`config.mk`:
```
export PLATFORM = sky130hd
export DESIGN_NAME = ibex_data_sram_bridge
export DESIGN_NICKNAME = d
export VERILOG_FILES = /design/src/rtl/ibex_data_sram_bridge.sv
export SDC_FILE = /design/constraint.sdc
export NUM_CORES = 1
export LEC_CHECK = 0
export ABC_CLOCK_PERIOD_IN_PS = 4200
export BUFFER_PORTS_ARGS = -buffer_cell sky130_fd_sc_hd__buf_2
export CAP_MARGIN = 20
export CORE_UTILIZATION = 41
export CTS_CLUSTER_SIZE = 30
export DETAILED_ROUTE_END_ITERATION = 8
export PLACE_DENSITY = 0.78
export SLEW_MARGIN = 40
export SYNTH_ARGS = -nofsm -noshare
export SYNTH_HDL_FRONTEND = slang
export SYNTH_SLANG_ARGS = --single-unit
```
`constraint.sdc`:
```
create_clock -name clk -period 4.2 [get_ports clk]
set_clock_uncertainty 0.15 [all_clocks]
set_input_delay 0 -clock clk [delete_from_list [all_inputs] [get_ports clk]]
set_output_delay 0 -clock clk [all_outputs]
set_load 0.01 [all_outputs]
```
`src/rtl/ibex_data_sram_bridge.sv`:
```
// Bridges the ibex data port (req/gnt/rvalid) to RW port 0 of the single-port data SRAM macro.
// One access in flight; out-of-window accesses complete with an error response and are logged.
module ibex_data_sram_bridge #(
  parameter int unsigned ADDR_WIDTH  = 8,
  parameter logic [31:0] BASE_ADDR   = 32'h0,
  parameter int unsigned WAIT_STATES = 0
) (
  input  logic                  clk,
  input  logic                  reset,
  input  logic                  data_req_i,
  output logic                  data_gnt_o,
  output logic                  data_rvalid_o,
  output logic                  data_err_o,
  input  logic                  data_we_i,
  input  logic [3:0]            data_be_i,
  input  logic [31:0]           data_addr_i,
  input  logic [31:0]           data_wdata_i,
  output logic [31:0]           data_rdata_o,
  output logic                  sram_csb0_o,
  output logic                  sram_web0_o,
  output logic [3:0]            sram_wmask0_o,
  output logic [ADDR_WIDTH-1:0] sram_addr0_o,
  output logic [31:0]           sram_din0_o,
  input  logic [31:0]           sram_dout0_i,
  output logic [31:0]           err_addr_o,
  output logic [7:0]            err_count_o
);

  typedef enum logic [1:0] {
    S_IDLE,
    S_CAPTURE,
    S_WAIT,
    S_RESP
  } state_e;

  localparam logic [32:0] WIN_BASE  = {1'b0, BASE_ADDR};
  localparam logic [32:0] WIN_SIZE  = 33'd4 << ADDR_WIDTH;
  localparam logic [2:0]  WAIT_INIT = 3'(WAIT_STATES);

  state_e      state_q, state_d;
  logic        we_q, we_d;
  logic        in_range_q, in_range_d;
  logic [31:0] addr_q, addr_d;
  logic [31:0] rdata_q, rdata_d;
  logic [31:0] err_addr_q, err_addr_d;
  logic [7:0]  err_count_q, err_count_d;
  logic [2:0]  wait_cnt_q, wait_cnt_d;

  logic [32:0] win_offset;
  logic        in_range;
  logic        sram_sel;

  // Addresses below the base borrow into bit 32, which puts them above WIN_SIZE.
  assign win_offset = {1'b0, data_addr_i} - WIN_BASE;
  assign in_range   = (win_offset < WIN_SIZE);
  assign sram_sel   = in_range && !(data_we_i && (data_be_i == 4'h0));

  assign sram_wmask0_o = data_be_i;
  assign sram_addr0_o  = data_addr_i[ADDR_WIDTH+1:2];
  assign sram_din0_o   = data_wdata_i;
  assign data_rdata_o  = rdata_q;
  assign err_addr_o    = err_addr_q;
  assign err_count_o   = err_count_q;

  always_comb begin
    state_d       = state_q;
    we_d          = we_q;
    in_range_d    = in_range_q;
    addr_d        = addr_q;
    rdata_d       = rdata_q;
    err_addr_d    = err_addr_q;
    err_count_d   = err_count_q;
    wait_cnt_d    = wait_cnt_q;
    data_gnt_o    = 1'b0;
    data_rvalid_o = 1'b0;
    data_err_o    = 1'b0;
    sram_csb0_o   = 1'b1;
    sram_web0_o   = 1'b1;

    unique case (state_q)
      S_IDLE: begin
        data_gnt_o = data_req_i;
        if (data_req_i && sram_sel) begin
          sram_csb0_o = 1'b0;
          sram_web0_o = ~data_we_i;
        end
        if (data_req_i) begin
          we_d       = data_we_i;
          in_range_d = in_range;
          addr_d     = data_addr_i;
          state_d    = S_CAPTURE;
        end
      end
      S_CAPTURE: begin
        if (!we_q && in_range_q) begin
          rdata_d = sram_dout0_i;
        end
        wait_cnt_d = WAIT_INIT;
        state_d    = (WAIT_STATES == 0) ? S_RESP : S_WAIT;
      end
      S_WAIT: begin
        wait_cnt_d = wait_cnt_q - 3'd1;
        if (wait_cnt_q <= 3'd1) begin
          state_d = S_RESP;
        end
      end
      S_RESP: begin
        data_rvalid_o = 1'b1;
        data_err_o    = !in_range_q;
        if (!in_range_q) begin
          err_addr_d = addr_q;
          if (err_count_q != 8'hFF) begin
            err_count_d = err_count_q + 8'd1;
          end
        end
        state_d = S_IDLE;
      end
      default: state_d = S_IDLE;
    endcase

    // The flops clear asynchronously, but the combinational handshake must be quiet too.
    if (reset) begin
      data_gnt_o  = 1'b0;
      sram_csb0_o = 1'b1;
      sram_web0_o = 1'b1;
    end
  end

  always_ff @(posedge clk or posedge reset) begin
    if (reset) begin
      state_q     <= S_IDLE;
      we_q        <= 1'b0;
      in_range_q  <= 1'b0;
      addr_q      <= '0;
      rdata_q     <= '0;
      err_addr_q  <= '0;
      err_count_q <= '0;
      wait_cnt_q  <= '0;
    end else begin
      state_q     <= state_d;
      we_q        <= we_d;
      in_range_q  <= in_range_d;
      addr_q      <= addr_d;
      rdata_q     <= rdata_d;
      err_addr_q  <= err_addr_d;
      err_count_q <= err_count_d;
      wait_cnt_q  <= wait_cnt_d;
    end
  end

endmodule

```
==> results.py, run 1 <==
metrics = {
    "run_status": {
        "status": "finished, final reports clean",
    },
    "worst_setup_path": {
        "path_buf_inv": 1,
        "end_kind": "flop",
        "worstRegToRegCells": 4,
        "r2r_start": "state_q[0]$_DFFE_PP0P_",
        "cp_top_family": "simple AND/OR/NAND/NOR gates",
        "worstPathArrival_ns": 2.33,
        "worstPathRequired_ns": 4.27,
        "crit_type": "reg -> reg",
        "critPathSlowestCell": "nor2b_4",
        "crit_fanout": 23,
        "startpoint": "state_q[0]$_DFFE_PP0P_",
        "r2r-end": "err_addr_o[22]$_DFFE_PP0P_",
        "worst_setup_path_start_kind": "flop",
        "max_stage_delay_ns": 0.62,
        "path_cells": "ha_1 > nor2b_4 > buf_4 > mux2_2",
        "r2r_slack_ns": 1.94,
    },
    "synthesis": {
        "synth-seq-area-share_pct": 58.6,
        "synth_top_cell_by_area": "dfrtp_1",
        "yosysTopAreaCellShare_pct": 58.6,
        "ys_ff_latch": 111,
        "synth.avg_cell_area_um2": 14.2,
        "syn_inst": 335,
        "synthTopCellsByArea": "dfrtp_1, mux2_2, buf_4",
        "synth_nets": 446,
        "synth_area_um2": 4740,
        "ys_warn_count": 0,
        "ys_types": 27,
    },
    "worst_hold_path": {
        "whs_path_depth": 2,
        "hp-class": "in -> out",
        "holdPathEnd": "sram_wmask0_o[0]",
        "holdCritStartpoint": "data_be_i[0]",
    },
    "sta": {
        "min_period_ns": 2.26,
        "setup_tns_ns": 0,
        "worst_pin_slew_ns": 0.729,
        "drv_slew": 0,
        "relSlewSlack_pct": 51.3,
        "rsz0062_at_grt": "no",
        "fmax_mhz": 442,
        "setup-violations-final": 0,
        "post-route-period-util_pct": 53.8,
        "hold_violations": 0,
    },
    "clocking": {
        "tritoncts": "yes",
        "cts_buffers": 9,
        "clk_pin_slew_ns": 0.07,
        "cts_buffer_depth": 2,
        "cts-root-buf": "clkbuf_16",
        "post_cts_buffers": 0,
        "cts.sinks": 111,
        "cts.htree.levels": 3,
        "clock_latency_ns": 0.34,
    },
    "die": {
        "die_w_um": 110,
        "fp-row-count": 38,
        "io_pins": 225,
        "die_h_um": 110,
        "dieArea_um2": 12000,
        "core-area_um2": 11000,
        "start_util_pct": 43.0,
    },
    "placement": {
        "hpwl_um": 6750,
        "placed_cells": 583,
        "io_buffers": 160,
        "place_congestion": 0.772,
    },
    "routing": {
        "vias": 3399,
        "wl_per_cell_um": 15.8,
        "drt_first_pass_iters": 4,
        "ant_nets": 0,
        "drc": 0,
        "totalWireLength_um": 11000,
        "viasPerCell": 4.88,
        "drt-initial-drc-count": 123,
    },
    "pwr": {
        "vdd_drop_max_v": 0.000325,
        "power.density_nw_per_um2": 568,
        "power.leakage_nw": 3.15,
    },
    "global_route": {
        "grt_pass1_wl_um": 16700,
        "overflow": 0,
        "grt_pass1_vias": 3529,
        "grtUsageTotal_pct": 18.6,
        "antenna_found_initial": 0,
        "grt_max_degree": 86,
    },
    "final_layout": {
        "synthToLayoutAreaGrowth_pct": 39.8,
        "num_antenna_cells": 0,
        "drive_above_1_share_pct": 50.6,
        "finalNetCount": 664,
        "post-route-util_pct": 60.1,
        "nFillCells": 850,
        "final_common_cell": "buf_2",
        "final_cells": 697,
        "mostFrequentLayoutCells": "buf_2, dfrtp_1, mux2_2, dlygate4sd3_1",
    },
    "flow_run": {
        "max_cap_violations": 0,
    },
}
-- cells by family after synthesis --
| kind of cell | count (synthesis) | share of synthesized area, % |
|---|---|---|
| xor+xnor | 5 | 0.924 |
| compound gates | 10 | 1.21 |
| simple gates | 38 | 4.41 |
| flops | 111 | 58.6 |
| buf+inv | 63 | 9.08 |
| mux | 101 | 23.9 |
| fa+ha+maj | 7 | 1.85 |
-- through the flow --
stage	hold WS (ns)	cell area (um^2)	worst slack [ns]	power [mW]
global route	0.0543	6630	1.73	4.00
floorplan	-0.102	4740	1.12	2.52
global placement	-0.150	5350	2.03	2.83
detailed placement	-0.150	5360	1.96	2.91
CTS	0.0492	6630	1.92	3.80
finish	0.0474	6630	1.94	3.76
-- layer usage --
| metal | GRT usage, % | routed length (um) |
|---|---|---|
| met5 | 0 | 0 |
| met2 | 35.8 | 6010 |
| met3 | 4.86 | 738 |
| met4 | 6.95 | 182 |
| met1 | 19.2 | 4110 |
-- what timing repair did --
action,CTS,global route
hold buffers,99,0
hold endpoints to repair,183,0
gates resized for setup,0,0
-- registers in the layout (all words and copies together) (netlist names) --
| signal | flops |
|---|---|
| addr_q | 32 |
| data_rdata_o | 32 |
| err_addr_o | 32 |
| err_count_o | 8 |
| in_range_q | 1 |
| state_q | 2 |
| wait_cnt_q | 3 |
| we_q | 1 |
-- worst max-delay path by stage --
stage	end	slack, ns	cells after the start
after floorplan	addr_q[0]$_DFFE_PP0P_	1.12	1
after global placement	err_count_o[6]$_DFFE_PP0P_	2.03	5
after detailed placement	err_count_o[6]$_DFFE_PP0P_	1.96	5
after CTS	err_addr_o[22]$_DFFE_PP0P_	1.92	4
after global routing	err_count_o[6]$_DFFE_PP0P_	1.73	5
final	err_addr_o[22]$_DFFE_PP0P_	1.94	4
-- cells in the mapped netlist --
cell	count
or2_0	1
nor2b_1	2
nand3_1	6
o21ai_0	6
inv_1	8
nor2_1	4
nand3b_1	2
nand2_1	10
nand4_1	2
buf_2	5
ha_1	7
nand4_2	1
o31ai_1	1
o21ai_1	1
buf_4	50
nor4_2	1
o21ai_2	1
dfrtp_1	111
xnor2_1	2
nor3_1	2
mux2_2	99
nor4_1	5
xor2_1	3
nand2b_1	1
o22ai_1	1
or4_1	1
mux2i_1	2
-- cell type report --
class,count,area [um^2],area share (%)
well taps,140,175,2.64
clock inverters,3,18.8,0.283
repair buffers,262,1810,27.4
clock buffers,12,256,3.87
multi-input cells,161,1550,23.4
flip-flops and latches,111,2780,41.9
inverters,8,37.5,0.566
-- report_power, final --
| part | leakage, nW | switching [mW] | internal, mW |
|---|---|---|---|
| combinational | 1.68 | 0.575 | 0.713 |
| sequential | 1.33 | 0.229 | 1.46 |
| clock | 0.138 | 0.358 | 0.431 |
| total | 3.15 | 1.16 | 2.60 |
Power figures use the tool's default switching activity.
==> run 2: changes to the inputs <==
--- a/config.mk
+++ b/config.mk
@@ -5,13 +5,13 @@
 export SDC_FILE = /design/constraint.sdc
 export NUM_CORES = 1
 export LEC_CHECK = 0
-export ABC_CLOCK_PERIOD_IN_PS = 4200
+export ABC_CLOCK_PERIOD_IN_PS = 2000
 export BUFFER_PORTS_ARGS = -buffer_cell sky130_fd_sc_hd__buf_2
 export CAP_MARGIN = 20
 export CORE_UTILIZATION = 41
 export CTS_CLUSTER_SIZE = 30
 export DETAILED_ROUTE_END_ITERATION = 8
-export PLACE_DENSITY = 0.78
+export PLACE_DENSITY = 0.81
 export SLEW_MARGIN = 40
 export SYNTH_ARGS = -nofsm -noshare
 export SYNTH_HDL_FRONTEND = slang
==> constraint.sdc (replaced) <==
create_clock -name clk -period 2 [get_ports clk]
set_clock_uncertainty 0.15 [all_clocks]
set_input_delay 0 -clock clk [delete_from_list [all_inputs] [get_ports clk]]
set_output_delay 0 -clock clk [all_outputs]
set_load 0.01 [all_outputs]
==> run 2 against run 1 <==
Non-clock buffer count increased by 10. Utilization increased by 1.8 points. Sequential power increased by 110%.
==> results.py, run 2 (synthesis gave the netlist of run 1 again) <==
metrics = {
    "sta": {
        "hold_violations": 0,
        "fmax_mhz": 517,
        "min_period_ns": 1.94,
        "relSlewSlack_pct": 65.3,
        "drv_slew": 0,
        "worst_pin_slew_ns": 0.520,
        "post-route-period-util_pct": 96.8,
        "setup-violations-final": 0,
    },
    "clocking": {
        "cts_buffers": 9,
        "cts-root-buf": "clkbuf_16",
        "cts_buffer_depth": 2,
        "clock_latency_ns": 0.35,
        "cts.sinks": 111,
        "cts.htree.levels": 3,
        "tritoncts": "yes",
    },
    "die": {
        "io_pins": 225,
        "fp-row-count": 38,
        "dieArea_um2": 12000,
        "core-area_um2": 11000,
        "die_h_um": 110,
        "die_w_um": 110,
        "start_util_pct": 43.0,
    },
    "final_layout": {
        "final_cells": 707,
        "nFillCells": 793,
        "synthToLayoutAreaGrowth_pct": 43.9,
        "num_antenna_cells": 0,
        "mostFrequentLayoutCells": "buf_2, dfrtp_1, dlygate4sd3_1, mux2_2",
        "finalNetCount": 674,
        "final_common_cell": "buf_2",
        "drive_above_1_share_pct": 52.0,
    },
    "pwr": {
        "pwr-share-clk_pct": 21.9,
        "power_mw": 8.18,
        "p_switching_mw": 2.51,
        "switching_share_pct": 30.7,
        "p_comb_share_pct": 34.9,
        "pwr-share-seq_pct": 43.3,
        "power.density_nw_per_um2": 1200,
        "power.leakage_nw": 3.23,
        "vdd_drop_max_v": 0.000794,
        "internal_power_mw": 5.67,
    },
    "worst_setup_path": {
        "worstRegToRegCells": 6,
        "end_kind": "output port",
        "worstPathArrival_ns": 1.79,
        "crit_type": "in -> out",
        "worst_setup_path_start_kind": "primary input",
        "r2r-end": "we_q$_DFFE_PP0P_",
        "r2r_start": "state_q[0]$_DFFE_PP0P_",
        "crit_fanout": 2,
        "r2r_slack_ns": 0.18,
        "worstPathRequired_ns": 1.85,
    },
    "global_route": {
        "grtUsageTotal_pct": 19.9,
        "overflow": 0,
        "antenna_found_initial": 0,
        "grt_pass1_vias": 3618,
        "grt_pass1_wl_um": 17700,
        "grt_max_degree": 45,
    },
    "routing": {
        "drt_first_pass_iters": 4,
        "ant_nets": 0,
        "viasPerCell": 4.89,
        "totalWireLength_um": 11600,
        "vias": 3457,
        "drc": 0,
        "drt-initial-drc-count": 97,
        "wl_per_cell_um": 16.4,
    },
    "worst_hold_path": {
        "holdPathEnd": "sram_wmask0_o[0]",
        "hp-class": "in -> out",
        "holdCritStartpoint": "data_be_i[0]",
        "whs_path_depth": 2,
    },
    "placement": {
        "placed_cells": 589,
        "io_buffers": 160,
        "hpwl_um": 7060,
        "place_congestion": 0.754,
    },
    "flow_run": {
        "max_cap_violations": 0,
    },
    "run_status": {
        "status": "finished, final reports clean",
    },
}
## run 2: cell type report
| class | count | area [um^2] | area share [%] |
|---|---|---|---|
| flip-flops and latches | 111 | 2780 | 40.7 |
| repair buffers | 272 | 1950 | 28.6 |
| multi-input cells | 161 | 1580 | 23.2 |
| clock buffers | 10 | 239 | 3.50 |
| well taps | 140 | 175 | 2.57 |
| clock inverters | 5 | 58.8 | 0.862 |
| inverters | 8 | 33.8 | 0.495 |
## run 2: worst max-delay path by stage
stage / from / end / slack, ns
floorplan: state_q[0]$_DFFE_PP0P_ / err_count_o[6]$_DFFE_PP0P_ / 0.25
global placement: state_q[0]$_DFFE_PP0P_ / err_count_o[6]$_DFFE_PP0P_ / 0.31
detailed placement: state_q[0]$_DFFE_PP0P_ / err_count_o[6]$_DFFE_PP0P_ / 0.25
CTS: data_addr_i[30] / sram_csb0_o / 0.006
global route: data_addr_i[15] / sram_web0_o / -0.06
finish: data_addr_i[15] / sram_web0_o / 0.06
## run 2: what timing repair did
item | in CTS | in global routing
hold endpoints to repair | 210 | 3
buffers inserted | 0 | 3
gates resized for setup | 0 | 6
endpoints found under the setup margin | 0 | 2
hold buffers | 98 | 2
## run 2: per-layer routing
metal	routed length (um)	part of all wire, %	track usage [%]	vias to the layer above
met4	300	2.6	9.71	0
met1	4110	35	20.1	1714
met5	0	0	0	-
met2	6460	56	37.7	149
met3	756	6.5	4.92	27
li1	-	-	-	1567
## run 2: critical path: stages
cell	delay (ns)
dlygate4sd3_1	0.55
buf_2	0.15
nor4_2	0.38
nand2_1	0.17
nor4_4	0.25
nand3_1	0.12
buf_2	0.15
## run 2: per-stage QoR
step	util, %	TNS (ns)	area, um^2	worst slack [ns]	hold WS, ns
2_1_floorplan	-	0	4740	0.254	-0.102
3_3_place_gp	49.5	0	5460	0.306	-0.150
3_5_place_dp	49.5	0	5460	0.250	-0.150
4_1_cts	61.1	0	6740	0.00628	-0.256
5_1_grt	61.9	-0.0877	6820	-0.0582	0.0574
6_report	61.9	0	6820	0.0639	0.0465
## run 2: power groups by stage
stage	Combinational, mW	Sequential [mW]	Clock (mW)
finish	2.85	3.54	1.79
global route	3.12	3.64	1.93
CTS	2.84	3.54	1.84
detailed placement	2.64	3.57	0
global placement	2.51	3.52	0
floorplan	1.63	3.67	0
==> run 3: changes to the inputs <==
--- a/config.mk
+++ b/config.mk
@@ -8,10 +8,10 @@
 export ABC_CLOCK_PERIOD_IN_PS = 2000
 export BUFFER_PORTS_ARGS = -buffer_cell sky130_fd_sc_hd__buf_2
 export CAP_MARGIN = 20
-export CORE_UTILIZATION = 41
+export CORE_UTILIZATION = 35
 export CTS_CLUSTER_SIZE = 30
 export DETAILED_ROUTE_END_ITERATION = 8
-export PLACE_DENSITY = 0.81
+export PLACE_DENSITY = 0.72
 export SLEW_MARGIN = 40
 export SYNTH_ARGS = -nofsm -noshare
 export SYNTH_HDL_FRONTEND = slang
==> run 3 against run 2 <==
Clock power is 2% higher. Cell area about the same. Sequential share of layout area about the same. Via count decreased by 2.5%. Setup slack improved by 0.017 ns. Die area grew 17%. Routed wire length shrank 7.2%. Utilization is 10 points lower. Critical endpoint is now in_range_q$_DFFE_PP0P_. Largest cell class unchanged.
==> results.py, run 3 (synthesis gave the netlist of run 1 again) <==
metrics = {
    "placement": {
        "io_buffers": 160,
        "hpwl_um": 6830,
        "pre_cts_ws_ns": 0.222,
        "place_congestion": 0.698,
    },
    "die": {
        "fp-row-count": 42,
        "io_pins": 225,
        "start_util_pct": 35.8,
        "dieArea_um2": 14000,
        "die_h_um": 118,
        "die_w_um": 118,
        "core-area_um2": 13200,
    },
    "clocking": {
        "post_cts_buffers": 0,
        "cts-root-buf": "clkbuf_16",
        "clock_latency_ns": 0.34,
        "cts.htree.levels": 3,
        "clk_pin_slew_ns": 0.07,
        "tritoncts": "yes",
        "cts.sinks": 111,
        "cts_buffer_depth": 2,
        "cts_buffers": 9,
    },
    "worst_setup_path": {
        "r2r-end": "we_q$_DFFE_PP0P_",
        "worstPathArrival_ns": 2.02,
        "max_stage_delay_ns": 0.61,
        "worstRegToRegCells": 6,
        "end_kind": "flop",
        "worstPathRequired_ns": 2.11,
        "r2r_start": "state_q[1]$_DFFE_PP0P_",
        "critPathSlowestCell": "dlygate4sd3_1",
        "path_cells": "dlygate4sd3_1 > buf_2 > nor4_2 > nand2_1 > dlygate4sd3_1 > o31ai_1",
        "crit_type": "in -> reg",
        "worst_setup_path_start_kind": "primary input",
        "crit_top_cell": "dlygate4sd3_1",
        "crit_fanout": 2,
        "r2r_slack_ns": 0.18,
    },
    "global_route": {
        "grt_pass1_vias": 3537,
        "overflow": 0,
        "grt_pass1_wl_um": 17400,
        "antenna_found_initial": 0,
        "grtUsageTotal_pct": 15.9,
        "grt_max_degree": 46,
    },
    "flow_run": {
        "max_cap_violations": 0,
    },
    "sta": {
        "fmax_mhz": 521,
        "setup_tns_ns": 0,
        "relSlewSlack_pct": 51.9,
        "layout_setup_ws_ns": 0.0812,
        "post-route-period-util_pct": 95.9,
        "setup-violations-final": 0,
        "hold_violations": 0,
        "drv_slew": 0,
        "min_period_ns": 1.92,
        "worst_pin_slew_ns": 0.719,
        "fin_hold_ws_ns": 0.0468,
    },
    "routing": {
        "drt_first_pass_iters": 4,
        "vias": 3371,
        "wl_per_cell_um": 14.6,
        "drc": 0,
        "totalWireLength_um": 10800,
        "viasPerCell": 4.56,
        "ant_nets": 0,
        "drt-initial-drc-count": 90,
    },
    "worst_hold_path": {
        "holdPathEnd": "sram_wmask0_o[3]",
        "holdCritStartpoint": "data_be_i[3]",
        "hp-class": "in -> out",
        "whs_path_depth": 2,
    },
    "pwr": {
        "vdd_drop_max_v": 0.000517,
        "power.density_nw_per_um2": 1190,
        "power.leakage_nw": 3.20,
        "power_mw": 8.14,
    },
    "final_layout": {
        "finalNetCount": 670,
        "post-route-util_pct": 51.5,
        "synthToLayoutAreaGrowth_pct": 43.9,
        "drive_above_1_share_pct": 50.9,
        "num_antenna_cells": 0,
        "nFillCells": 1116,
        "final_common_cell": "buf_2",
        "mostFrequentLayoutCells": "buf_2, dfrtp_1, dlygate4sd3_1, mux2_2",
    },
    "run_status": {
        "status": "finished, final reports clean",
    },
}
run 3: critical path, delay by kind of cell:
family,cells,cell delay (ns)
simple gates,2,0.54
compound gates,1,0.19
buf+inv,3,1.30
run 3: layer usage:
layer / GRT usage [%] / up-vias / share of wire (%)
li1: - / 1558 / -
met1: 17.4 / 1658 / 38
met2: 29.4 / 137 / 54
met3: 3.52 / 18 / 5.7
met4: 7.04 / 0 / 1.9
met5: 0 / - / 0
run 3: how the worst max path moves through the flow:
stage                                       from  cells after the start  slack [ns]                         end
final                            data_addr_i[13]                      6        0.08      in_range_q$_DFFE_PP0P_
after detailed placement  state_q[1]$_DFFE_PP0P_                      4        0.22   err_addr_o[2]$_DFFE_PP0P_
after global placement    state_q[0]$_DFFE_PP0P_                      4        0.30   err_addr_o[6]$_DFFE_PP0P_
after global routing             data_addr_i[13]                      7       -0.03                 sram_csb0_o
after floorplan           state_q[0]$_DFFE_PP0P_                      6        0.25  err_count_o[6]$_DFFE_PP0P_
after CTS                        data_addr_i[13]                      7        0.01                 sram_csb0_o
run 3: power by group:
part / total (mW) / internal (mW) / switching (mW) / leakage (nW)
Clock: 1.83 / 1.04 / 0.783 / 0.145
Combinational: 2.76 / 1.55 / 1.22 / 1.73
Sequential: 3.55 / 3.06 / 0.486 / 1.33
Total: 8.14 / 5.65 / 2.48 / 3.20
run 3: area by class of cell:
class | instances | area (um^2) | share of cell area [%]
Tap cell | 176 | 220 | 3.23
Timing Repair Buffer | 268 | 1920 | 28.1
Clock buffer | 12 | 256 | 3.76
Clock inverter | 4 | 53.8 | 0.788
Sequential cell | 111 | 2780 | 40.7
Inverter | 8 | 33.8 | 0.495
Multi-Input combinational cell | 161 | 1560 | 22.9
run 3: what timing repair did:
action	4_1_cts	5_1_grt
resized for setup	0	4
setup endpoints to repair	0	3
hold buffers	102	0
hold endpoints to repair	129	0
run 3: through the flow:
| stage | cell area [um^2] | std cells |
|---|---|---|
| 3_3_place_gp | 5470 | 622 |
| 5_1_grt | 6820 | 740 |
| 4_1_cts | 6800 | 740 |
| 3_5_place_dp | 5470 | 622 |
| 6_report | 6820 | 740 |
| 2_1_floorplan | 4740 | 335 |
